--- config.mk ---
export PLATFORM = sky130hd
export DESIGN_NAME = spi_regbank_slave_flat
export DESIGN_NICKNAME = d
export VERILOG_FILES = /design/src/rtl/spi_regbank_pkg.sv /design/src/rtl/spi_regbank_slave_if.sv /design/src/rtl/spi_shift_reg.sv /design/src/rtl/spi_regbank_slave.sv /design/src/flat_wrapper.sv
export SDC_FILE = /design/constraint.sdc
export NUM_CORES = 1
export LEC_CHECK = 0
export CORE_ASPECT_RATIO = 0.75
export CORE_UTILIZATION = 54
export DETAILED_ROUTE_END_ITERATION = 8
export PLACE_DENSITY = 0.8
export SYNTH_ARGS = -nofsm -noshare
export SYNTH_HDL_FRONTEND = slang
export SYNTH_SLANG_ARGS = --single-unit
--- constraint.sdc ---
create_clock -name sclk -period 3.4 [get_ports sclk]
set_input_delay 0.68 -clock sclk [delete_from_list [all_inputs] [get_ports sclk]]
set_output_delay 0.68 -clock sclk [all_outputs]
set_load 0.05 [all_outputs]
--- src/rtl/spi_regbank_pkg.sv ---
// spi_regbank_pkg
// Shared types and constants for the SPI register-bank slave:
//   - state_e     : frame decoder states (HDR, DATA, SKIP)
//   - OP_WR/OP_RD : value of the first frame bit for write / read
//   - header field offsets and the header length as functions of DEV_W
//     and ADDR_W
// Header bit order on the wire (bit 0 is sampled first):
//   [0] WR, [1 +: DEV_W] device address, [1+DEV_W] reserved,
//   [2+DEV_W +: ADDR_W] start register address.
package spi_regbank_pkg;

   typedef enum logic [1:0] {
      HDR  = 2'd0,
      DATA = 2'd1,
      SKIP = 2'd2
   } state_e;

   localparam logic OP_WR = 1'b1;
   localparam logic OP_RD = 1'b0;

   localparam int HDR_WR_OFS  = 0;
   localparam int HDR_DEV_OFS = 1;

   function automatic int hdr_rsv_ofs(input int dev_w);
      return 1 + dev_w;
   endfunction

   function automatic int hdr_addr_ofs(input int dev_w);
      return 2 + dev_w;
   endfunction

   function automatic int hdr_len(input int dev_w, input int addr_w);
      return dev_w + addr_w + 2;
   endfunction

endpackage

--- src/rtl/spi_regbank_slave_if.sv ---
// spi_regbank_slave_if
// Bundles the SPI bus pins and the host-side outputs of the register-bank
// slave.
//   cs, mosi            : SPI bus from master
//   miso, miso_oe       : SPI data back to master and its tristate enable
//   wr_strobe/addr/data : one-cycle notification of a committed word
//   regs_flat           : all registers, reg i at [i*DATA_W +: DATA_W]
//   dbg_state           : current frame decoder state
// Handshake: there is no valid/ready pair here; wr_strobe is a one-cycle
// qualifier for wr_addr/wr_data and the consumer must always accept it.
// miso is only meaningful while miso_oe is high.
interface spi_regbank_slave_if #(
   parameter int DATA_W = 8,
   parameter int ADDR_W = 3
) ();
   import spi_regbank_pkg::*;

   logic                           cs;
   logic                           mosi;
   logic                           miso;
   logic                           miso_oe;
   logic                           wr_strobe;
   logic [ADDR_W-1:0]              wr_addr;
   logic [DATA_W-1:0]              wr_data;
   logic [DATA_W*(2**ADDR_W)-1:0]  regs_flat;
   state_e                         dbg_state;

   modport slave (
      input  cs, mosi,
      output miso, miso_oe, wr_strobe, wr_addr, wr_data, regs_flat, dbg_state
   );

   modport master (
      output cs, mosi,
      input  miso, miso_oe, wr_strobe, wr_addr, wr_data, regs_flat, dbg_state
   );

endinterface

--- src/rtl/spi_shift_reg.sv ---
// spi_shift_reg
// W-bit serial-in shift register with parallel load, shifting towards the
// MSB so that q[W-1] is the serial output.
//   sclk, rst : clock, synchronous active-high reset
//   load      : parallel load of load_val (wins over shift_en)
//   shift_en  : shift one place left, sin enters at bit 0
//   q         : current contents
module spi_shift_reg #(
   parameter int W = 8
) (
   input  logic         sclk,
   input  logic         rst,
   input  logic         load,
   input  logic [W-1:0] load_val,
   input  logic         shift_en,
   input  logic         sin,
   output logic [W-1:0] q
);

   always_ff @(posedge sclk) begin
      if (rst) begin
         q <= '0;
      end else if (load) begin
         q <= load_val;
      end else if (shift_en) begin
         q <= {q[W-2:0], sin};
      end
   end

endmodule

--- src/rtl/spi_regbank_slave.sv ---
// spi_regbank_slave
// SPI slave with a 2**ADDR_W x DATA_W register bank on a multi-drop bus.
// A frame (cs high) carries a header (WR, device address, reserved bit,
// start address) followed by any number of DATA_W-bit words, MSB first.
// Frames for another device address are ignored. Bursts auto-increment
// the register address modulo the bank size.
// Ports:
//   sclk, rst : SPI clock (all logic on posedge), sync active-high reset
//   dev_addr  : static device address strap
//   bus       : spi_regbank_slave_if.slave (cs/mosi/miso/miso_oe,
//               write-notify outputs, regs_flat, dbg_state)
// Build option: define SPI_REGBANK_READBACK_EN to drive the old register
// contents on miso while a write frame is being received.
module spi_regbank_slave
   import spi_regbank_pkg::*;
#(
   parameter int DATA_W = 8,
   parameter int ADDR_W = 3,
   parameter int DEV_W  = 3
) (
   input  logic                sclk,
   input  logic                rst,
   input  logic [DEV_W-1:0]    dev_addr,
   spi_regbank_slave_if.slave  bus
);

   localparam int NUM_REGS = 2**ADDR_W;
   localparam int HDR_LEN  = hdr_len(DEV_W, ADDR_W);
   localparam int ADDR_OFS = hdr_addr_ofs(DEV_W);
   localparam int RSV_OFS  = hdr_rsv_ofs(DEV_W);
   localparam int CNT_MAX  = (HDR_LEN > DATA_W) ? HDR_LEN : DATA_W;
   localparam int CNT_W    = $clog2(CNT_MAX);

`ifdef SPI_REGBANK_READBACK_EN
   localparam logic READBACK = 1'b1;
`else
   localparam logic READBACK = 1'b0;
`endif

   state_e              state_q, state_d;
   logic [CNT_W-1:0]    cnt_q, cnt_d;
   logic [ADDR_W-1:0]   addr_q, addr_d;
   logic                is_wr_q, is_wr_d;
   logic                oe_q, oe_d;
   logic [HDR_LEN-2:0]  hdr_q;
   logic [DATA_W-1:0]   regs_q [NUM_REGS];

   logic [HDR_LEN-1:0]  hdr_full;
   logic                hdr_wr;
   logic [DEV_W-1:0]    hdr_dev;
   logic [ADDR_W-1:0]   hdr_addr;
   logic                hdr_last;
   logic                word_end;
   logic [ADDR_W-1:0]   addr_inc;
   logic [DATA_W-1:0]   rx_word;
   logic                commit;
   logic                rx_shift;
   logic                tx_load;
   logic                tx_shift;
   logic [DATA_W-1:0]   tx_load_val;
   logic [DATA_W-1:0]   rx_q;
   logic [DATA_W-1:0]   tx_q;

   logic                hdr_rsv_unused;
   logic                rx_msb_unused;
   logic [DATA_W-2:0]   tx_low_unused;

   // The header arrives LSB first: shifting right leaves bit 0 (WR) at the
   // bottom once all bits are in; the bit on mosi completes it.
   assign hdr_full       = {bus.mosi, hdr_q};
   assign hdr_wr         = (hdr_full[HDR_WR_OFS] == OP_WR);
   assign hdr_dev        = hdr_full[HDR_DEV_OFS +: DEV_W];
   assign hdr_addr       = hdr_full[ADDR_OFS +: ADDR_W];
   assign hdr_rsv_unused = hdr_full[RSV_OFS];

   assign hdr_last = (cnt_q == CNT_W'(HDR_LEN - 1));
   assign word_end = (cnt_q == CNT_W'(DATA_W - 1));
   assign addr_inc = addr_q + 1'b1;
   assign rx_word  = {rx_q[DATA_W-2:0], bus.mosi};

   assign rx_msb_unused = rx_q[DATA_W-1];
   assign tx_low_unused = tx_q[DATA_W-2:0];

   always_ff @(posedge sclk) begin
      if (rst) begin
         state_q <= HDR;
         cnt_q   <= '0;
         addr_q  <= '0;
         is_wr_q <= 1'b0;
         oe_q    <= 1'b0;
      end else begin
         state_q <= state_d;
         cnt_q   <= cnt_d;
         addr_q  <= addr_d;
         is_wr_q <= is_wr_d;
         oe_q    <= oe_d;
      end
   end

   // Next state and datapath controls. cs low overrides everything and
   // drops any partially received word.
   always_comb begin
      state_d     = state_q;
      cnt_d       = cnt_q;
      addr_d      = addr_q;
      is_wr_d     = is_wr_q;
      oe_d        = oe_q;
      commit      = 1'b0;
      rx_shift    = 1'b0;
      tx_load     = 1'b0;
      tx_shift    = 1'b0;
      tx_load_val = '0;
      if (!bus.cs) begin
         state_d = HDR;
         cnt_d   = '0;
         oe_d    = 1'b0;
         tx_load = 1'b1;
      end else begin
         case (state_q)
            HDR: begin
               if (hdr_last) begin
                  cnt_d = '0;
                  if (hdr_dev == dev_addr) begin
                     state_d = DATA;
                     addr_d  = hdr_addr;
                     is_wr_d = hdr_wr;
                     // MSB of the first word goes out on this same edge.
                     if (!hdr_wr || READBACK) begin
                        oe_d        = 1'b1;
                        tx_load     = 1'b1;
                        tx_load_val = regs_q[hdr_addr];
                     end
                  end else begin
                     state_d = SKIP;
                  end
               end else begin
                  cnt_d = cnt_q + 1'b1;
               end
            end
            DATA: begin
               rx_shift = 1'b1;
               if (word_end) begin
                  cnt_d  = '0;
                  addr_d = addr_inc;
                  commit = is_wr_q;
                  // Gapless burst: next register's MSB replaces the
                  // finished word on the edge that completes it.
                  if (oe_q) begin
                     tx_load     = 1'b1;
                     tx_load_val = regs_q[addr_inc];
                  end
               end else begin
                  cnt_d    = cnt_q + 1'b1;
                  tx_shift = oe_q;
               end
            end
            SKIP: begin
               state_d = SKIP;
            end
            default: begin
               state_d = HDR;
            end
         endcase
      end
   end

   always_ff @(posedge sclk) begin
      if (rst) begin
         hdr_q <= '0;
      end else if (!bus.cs) begin
         hdr_q <= '0;
      end else if (state_q == HDR) begin
         hdr_q <= {bus.mosi, hdr_q[HDR_LEN-2:1]};
      end
   end

   spi_shift_reg #(.W(DATA_W)) u_rx (
      .sclk     (sclk),
      .rst      (rst),
      .load     (!bus.cs),
      .load_val ('0),
      .shift_en (rx_shift),
      .sin      (bus.mosi),
      .q        (rx_q)
   );

   // tx is cleared whenever cs is low and only loaded while miso_oe is
   // driven, so its MSB is already 0 whenever miso must read as 0.
   spi_shift_reg #(.W(DATA_W)) u_tx (
      .sclk     (sclk),
      .rst      (rst),
      .load     (tx_load),
      .load_val (tx_load_val),
      .shift_en (tx_shift),
      .sin      (1'b0),
      .q        (tx_q)
   );

   always_ff @(posedge sclk) begin
      if (rst) begin
         for (int i = 0; i < NUM_REGS; i++) begin
            regs_q[i] <= '0;
         end
         bus.wr_strobe <= 1'b0;
         bus.wr_addr   <= '0;
         bus.wr_data   <= '0;
      end else begin
         bus.wr_strobe <= commit;
         if (commit) begin
            regs_q[addr_q] <= rx_word;
            bus.wr_addr    <= addr_q;
            bus.wr_data    <= rx_word;
         end
      end
   end

   for (genvar g = 0; g < NUM_REGS; g++) begin : g_flat
      assign bus.regs_flat[g*DATA_W +: DATA_W] = regs_q[g];
   end

   assign bus.miso      = tx_q[DATA_W-1];
   assign bus.miso_oe   = oe_q;
   assign bus.dbg_state = state_q;

endmodule

--- src/flat_wrapper.sv ---
// flat-port wrapper written by rule: the top's interface ports become plain ports
module spi_regbank_slave_flat import spi_regbank_pkg::*;
#(
   parameter int DATA_W = 8,
   parameter int ADDR_W = 3,
   parameter int DEV_W  = 3
)
  (sclk, rst, dev_addr, bus_cs, bus_mosi, bus_miso, bus_miso_oe, bus_wr_strobe, bus_wr_addr, bus_wr_data, bus_regs_flat, bus_dbg_state);
  spi_regbank_slave_if #(.DATA_W(DATA_W), .ADDR_W(ADDR_W)) bus_i ();
  input  logic sclk;
  input  logic rst;
  input  logic [DEV_W-1:0] dev_addr;
  input wire logic [$bits(bus_i.cs)-1:0] bus_cs;
  input wire logic [$bits(bus_i.mosi)-1:0] bus_mosi;
  output wire logic [$bits(bus_i.miso)-1:0] bus_miso;
  output wire logic [$bits(bus_i.miso_oe)-1:0] bus_miso_oe;
  output wire logic [$bits(bus_i.wr_strobe)-1:0] bus_wr_strobe;
  output wire logic [$bits(bus_i.wr_addr)-1:0] bus_wr_addr;
  output wire logic [$bits(bus_i.wr_data)-1:0] bus_wr_data;
  output wire logic [$bits(bus_i.regs_flat)-1:0] bus_regs_flat;
  output wire logic [$bits(bus_i.dbg_state)-1:0] bus_dbg_state;
  assign bus_i.cs = bus_cs;
  assign bus_i.mosi = bus_mosi;
  assign bus_miso = bus_i.miso;
  assign bus_miso_oe = bus_i.miso_oe;
  assign bus_wr_strobe = bus_i.wr_strobe;
  assign bus_wr_addr = bus_i.wr_addr;
  assign bus_wr_data = bus_i.wr_data;
  assign bus_regs_flat = bus_i.regs_flat;
  assign bus_dbg_state = bus_i.dbg_state;
  spi_regbank_slave #(.DATA_W(DATA_W), .ADDR_W(ADDR_W), .DEV_W(DEV_W)) u_core (.sclk(sclk), .rst(rst), .dev_addr(dev_addr), .bus(bus_i));
endmodule
==> results.json, run 1 <==
{
  "period_share_pct": 78.38,
  "hpwl_um": 10700,
  "drive_above_1_share_pct": 14.95,
  "ys_seq_area_share_pct": 52.73,
  "setup_viol": 0,
  "skew_ns": 0.01148,
  "timing.fmax_ghz": 0.3752,
  "synthDistinctLibCells": 39,
  "ff2ff_path_depth": 7,
  "via_count": 4028,
  "final-hold-violation-count": 0,
  "place_congestion": 0.8977,
  "rsz0062_at_grt": "no",
  "die_h_um": 87.92,
  "period_needed_ns": 2.665,
  "critPathBufInv": 1,
  "ctsResizeCount": 0,
  "yosysTopAreaCell": "edfxtp_1",
  "power_frac_comb_pct": 9.9,
  "critPathMaxStageDelay_ns": 0.92,
  "dr.pass1.iters": 5,
  "place_area_um2": 6302,
  "crit_family": "buffers and inverters",
  "maxSlewHeadroom_pct": 39.13,
  "numCtsBuffers": 9,
  "grt_pass1_wl_um": 22070,
  "crit_start": "u_core.bus.dbg_state[1]",
  "powerDensity_nw_per_um2": 421.4,
  "r2r-end": "u_core.regs_q[3][5]",
  "cp_max_fo": 20,
  "clock_sinks": 108,
  "switchingPower_mw": 0.6861,
  "start_util_pct": 57.10,
  "post_cts_buffers": 0,
  "clockBufferDepth": 2,
  "tns_ns": 0,
  "p_int_mw": 2.093,
  "status": "completed",
  "routed_wl_um": 14630,
  "path_class": "reg -> out",
  "grt_max_degree": 28,
  "vdd.ir_drop.worst_mv": 0.4250,
  "worstMarginPinSlew_ns": 0.9117,
  "clk_pin_slew_ns": 0.08,
  "dieWidth_um": 116.6,
  "port_buffers": 86,
  "coreArea_um2": 9309,
  "switching_share_pct": 24.69,
  "root_buffer": "clkbuf_16",
  "stdcell_area_um2": 6595,
  "p_seq_share_pct": 52.5,
  "dieArea_um2": 10250,
  "total_power_mw": 2.779,
  "hp-class": "reg -> reg",
  "drv_cap": 0,
  "antenna_found_initial": 0,
  "route.detailed.drc": 0,
  "cts_max_level": 3,
  "drt_iter0_markers": 350,
  "synth_edf_count": 64,
  "vias_per_cell": 6.075,
  "ys_seq_elements": 108,
  "postCtsHoldBufs": 0,
  "nets": 540,
  "endpoint": "bus_dbg_state[1]",
  "post_drt_wl_per_cell_um": 22.06,
  "syn2layout_area_growth_pct": 24.08,
  "hp-start": "u_core.bus.wr_data[2]",
  "cellLeakagePower_nw": 2.260,
  "synth_top_area_share_pct": 36.16,
  "track_usage_pct": 30.10,
  "r2r_start": "u_core.cnt_q[0]",
  "cp_slowest_cell": "clkdlybuf4s50_1",
  "drtAntennaViolNets": 0,
  "yosys-top-cells-area": "edfxtp_1 (36%), dfxtp_1 (17%), mux4_2 (14%)",
  "io_pins": 87,
  "cts_tree": "done",
  "drv_slew": 0,
  "clkLatencyLatePin_ns": 0.35,
  "synth_common_cells": "and2_1 (64), edfxtp_1 (64), nand2_1 (51)",
  "diodes": 0,
  "synthCells": 451,
  "async_flop_share_pct": 0,
  "synth_area_um2": 5315,
  "overflow": 0,
  "ys_warn_count": 0,
  "cp.arrival_ns": 1.98,
  "syn_area_per_cell_um2": 11.79,
  "startpoint_type": "flip-flop",
  "ys.flop_type": "edfxtp_1",
  "critical_path.cell_chain": "clkdlybuf4s50_1",
  "rows": 30,
  "worstPathRequired_ns": 2.72,
  "cp-end-kind": "output pin",
  "p_clk_share_pct": 37.6,
  "reg2reg_slack_ns": 0.79,
  "first_global_vias": 3818,
  "path_depth": 1,
  "syn-num-nets": 461
}
==> cell type report <==
type	count	area [um^2]
timing repair buffer	103	988.4
sequential	108	2803
tap	128	160.2
clock buffer	11	232.7
inverter	3	11.26
clock inverter	5	60.06
fill	680	2714
multi-input combinational	305	2340
==> registers in the layout, indices dropped and copies added, names as in the netlist, 3 cells and up <==
register / cells
u_core.hdr_q: 7
u_core.u_tx.q: 8
u_core.u_rx.q: 7
u_core.addr_q: 3
u_core.bus.wr_addr: 3
u_core.bus.wr_data: 8
u_core.regs_q: 64
u_core.cnt_q: 3
==> through the flow <==
step | instances | util, % | setup slack (ns) | hold WS [ns]
floorplan | 451 | - | 1.040 | 0.4285
global placement | 647 | 67.70 | 0.5651 | 0.4405
detailed placement | 647 | 67.70 | 0.5034 | 0.4487
CTS | 663 | 70.85 | 0.7449 | 0.4608
global route | 663 | 70.85 | 0.5915 | 0.4866
finish | 663 | 70.85 | 0.7350 | 0.4618
==> cells by family after synthesis <==
kind of cell | share of synthesized area, %
simple gates | 18.24
flops | 52.73
compound gates | 8.404
mux | 16.01
buf+inv | 3.248
xor+xnor | 0.6591
fa+ha+maj | 0.7063
==> cells in the final DEF (no fill, tap or decap), types with 2 or more instances in the layout <==
cell type and n:
edfxtp_1 64, and2_1 64, nor2_2 3, clkdlybuf4s50_1 86, a21oi_1 31, mux2i_1 13
ha_1 3, nor3_1 7, dfxtp_1 44, xor2_1 4, nor2b_1 2, inv_6 2
o211ai_1 7, nand2b_1 5, or3_1 2, o21ai_0 11, mux4_2 32, clkbuf_1 2
a22o_1 8, a311oi_2 3, clkbuf_16 9, and3_1 2, buf_4 17, nor2_1 30
nand3_1 5, inv_1 3, a311oi_1 4, nand2_1 51, or2_2 8
==> power by group through the flow <==
| stage | combinational [mW] | clock [mW] | sequential, mW |
|---|---|---|---|
| 4_1_cts | 0.275 | 1.05 | 1.46 |
| 5_1_grt | 0.285 | 1.09 | 1.46 |
| 3_5_place_dp | 0.274 | 0 | 1.48 |
| 2_1_floorplan | 0.0910 | 0 | 1.56 |
| 6_report | 0.275 | 1.05 | 1.46 |
| 3_3_place_gp | 0.270 | 0 | 1.48 |
==> metal layers <==
layer	GRT usage [%]	wire, um	vias up
met5	0	0	-
met4	6.099	136	0
met3	8.651	1964	13
met2	44.49	6646	259
met1	44.57	5881	1963
li1	-	-	1793
==> worst min path at each step <==
stage | to | depth (start not counted)
floorplan | u_core.hdr_q[3] | 2
global placement | u_core.hdr_q[3] | 2
detailed placement | u_core.bus.wr_addr[1] | 2
CTS | u_core.bus.wr_addr[1] | 2
global route | u_core.bus.wr_addr[0] | 2
finish | u_core.bus.wr_data[2] | 2
(Power assumes the default switching activity.)
==> run 2: changes to the inputs <==
- CORE_UTILIZATION: 54 -> 48
- PLACE_DENSITY: 0.8 -> 0.75
- clock period: 3.4 -> 2.2 ns (I/O delays scaled with it)
==> run 2 against run 1 <==
Effect of this change:
- the run now ends with setup timing left
- via count increased by 2.1%
- non-clock buffer count increased by 23
- hold slack better by 0.0039 ns
- power grew 59%
- final area increased by 4.6%
- clock power increased by 64%
- final cell count increased by 4.8%
- wire length is 2.8% higher
- critical path depth rose by 6
- highest routed layer unchanged
==> results.json, run 2 (synthesized netlist as in run 1, its figures left out) <==
{
  "dieWidth_um": 123.5,
  "skew_ns": 0.008571,
  "switchingPower_mw": 1.136,
  "first_global_vias": 4064,
  "power_frac_comb_pct": 10.1,
  "clockBufferDepth": 2,
  "cts_max_level": 3,
  "io_pins": 87,
  "timing.fmax_ghz": 0.4513,
  "switching_share_pct": 25.77,
  "p_int_mw": 3.272,
  "worstMarginPinSlew_ns": 0.5222,
  "status": "finished with violations",
  "holdPathStages": 2,
  "cts_tree": "done",
  "cp_common_cell": "ha_4",
  "critical_path.cell_chain": "ha_4 -> ha_4 -> or4b_4 -> or4_4 -> nor2_1 -> o211ai_1 -> a311oi_2",
  "critPathMaxStageDelay_ns": 0.50,
  "powerDensity_nw_per_um2": 639.2,
  "route.detailed.drc": 0,
  "final-hold-violation-count": 0,
  "place_congestion": 0.9459,
  "grtUsageMet1_pct": 38.75,
  "grt_util_met3_pct": 7.622,
  "cp_max_fo": 5,
  "hp-class": "reg -> reg",
  "drt_iter0_markers": 400,
  "rows": 32,
  "port_buffers": 86,
  "drv_cap": 0,
  "worst_slack_ns": -0.01578,
  "die_h_um": 93.13,
  "syn2layout_area_growth_pct": 29.73,
  "start_util_pct": 50.48,
  "clkLatencyLatePin_ns": 0.35,
  "track_usage_pct": 27.84,
  "post_drt_wl_per_cell_um": 21.64,
  "p_seq_share_pct": 50.9,
  "clk_pin_slew_ns": 0.08,
  "startpoint_type": "flip-flop",
  "p_clk_share_pct": 39.0,
  "drv_slew": 0,
  "cellLeakagePower_nw": 2.422,
  "cp_slowest_cell": "or4_4",
  "period_share_pct": 100.7,
  "worstPathRequired_ns": 2.46,
  "dr.pass1.iters": 5,
  "via_count": 4112,
  "clock_sinks": 108,
  "multi_input_area_um2": 2415,
  "fin_util_pct": 65.48,
  "antenna_found_initial": 0,
  "rsz0062_at_grt": "yes",
  "largestRegisters": "u_core.regs_q x64, u_core.bus.wr_data x8, u_core.u_tx.q x8",
  "diodes": 0,
  "numCtsBuffers": 9,
  "pre_cts_slack_ns": -0.2314,
  "routed_wl_um": 15040,
  "setup_viol": 1,
  "grt_use_met2_pct": 42.46,
  "cp-end-kind": "flip-flop",
  "layout.cells.non_filler": 695,
  "period_needed_ns": 2.216,
  "coreArea_um2": 10530,
  "hpwl_um": 10970,
  "cp.arrival_ns": 2.48,
  "grt_busiest_layer": "met2",
  "nets": 564,
  "drtAntennaViolNets": 0,
  "grt_max_degree": 21,
  "postCtsHoldBufs": 0,
  "dieArea_um2": 11500,
  "drive_above_1_share_pct": 21.65,
  "vias_per_cell": 5.917,
  "path_class": "reg -> reg",
  "seq_area_um2": 2808,
  "maxSlewHeadroom_pct": 65.08,
  "root_buffer": "clkbuf_16",
  "regMostFlops": "u_core.regs_q",
  "ff2ff_path_depth": 7,
  "nFillCells": 788,
  "largest_reg_flops": 64,
  "dp.cells": 674,
  "grt_pass1_wl_um": 23080,
  "overflow": 0,
  "total_power_mw": 4.408,
  "violations": "setup timing",
  "layout_commonest_cell": "clkdlybuf4s50_1",
  "final_cell_mix": "clkdlybuf4s50_1 (85), and2_1 (64), edfxtp_1 (64), nand2_1 (51), dfxtp_1 (40)",
  "vdd.ir_drop.worst_mv": 0.4354
}
-- run 2: cell count changes in the layout (fill, tap and decap cells not counted), moves of 3 or more --
| cell | change |
|---|---|
| buf_4 | +22 |
| dfxtp_1 | -4 |
| dfxtp_2 | +4 |
| inv_8 | +3 |
-- run 2: path summary, 6_finish.rpt --
check | from | end | slack, ns
worst min register to register | u_core.bus.wr_data[2] | u_core.bus.wr_data[2] | 0.47
worst min-delay path | u_core.bus.wr_data[2] | u_core.bus.wr_data[2] | 0.47
worst max-delay path | u_core.cnt_q[1] | u_core.u_tx.q[4] | -0.02
worst max register to register | u_core.cnt_q[1] | u_core.u_tx.q[4] | -0.02
-- run 2: through the flow --
| step | cell area (um^2) | hold slack (ns) | TNS [ns] |
|---|---|---|---|
| finish | 6895 | 0.4657 | -0.01578 |
| global route | 6895 | 0.4874 | -0.3505 |
| CTS | 6860 | 0.4674 | -0.03249 |
| detailed placement | 6491 | 0.4541 | -14.73 |
| global placement | 6491 | 0.4367 | -12.08 |
| floorplan | 5340 | 0.4285 | 0 |
-- run 2: layout make-up --
type,instances,area share (%)
Inverter,3,0.1633
Clock buffer,9,3.266
Clock inverter,7,1.306
Tap cell,136,2.468
Timing Repair Buffer,126,17.06
Sequential cell,108,40.72
Multi-Input combinational cell,306,35.02
-- run 2: power by group through the flow --
stage	Clock (mW)	Combinational [mW]	Sequential [mW]
final	1.72	0.445	2.24
after detailed placement	0	0.436	2.29
after global placement	0	0.430	2.29
after global routing	1.79	0.464	2.25
after CTS	1.72	0.440	2.24
after floorplan	0	0.141	2.41
-- run 2: worst max-delay path: cells and delay by family, from the launching register on --
family / cells / cell delay (ns)
AO/OA/AOI/OAI: 2 / 0.39
AND/OR/NAND/NOR: 3 / 1.10
flip-flops: 1 / 0.35
adder cells (fa/ha/maj): 2 / 0.28
-- run 2: repair_timing --
item	CTS	global route
gates resized for setup	6	9
pin swaps	2	6
endpoints found under the setup margin	8	49
cloned	1	0
setup buffers	3	1
-- run 2: routing by layer --
layer	vias to the layer above	share of wire (%)	wire [um]
met4	0	1.7	255
met1	2050	41	6239
met2	193	47	7071
met3	24	9.8	1470
met5	-	0	0
li1	1845	-	-
==> run 3: changes to the inputs <==
- CAP_MARGIN: not set -> 25
==> results of run 3 <==
The final DEF is identical to that of run 2; final timing and power are the same.
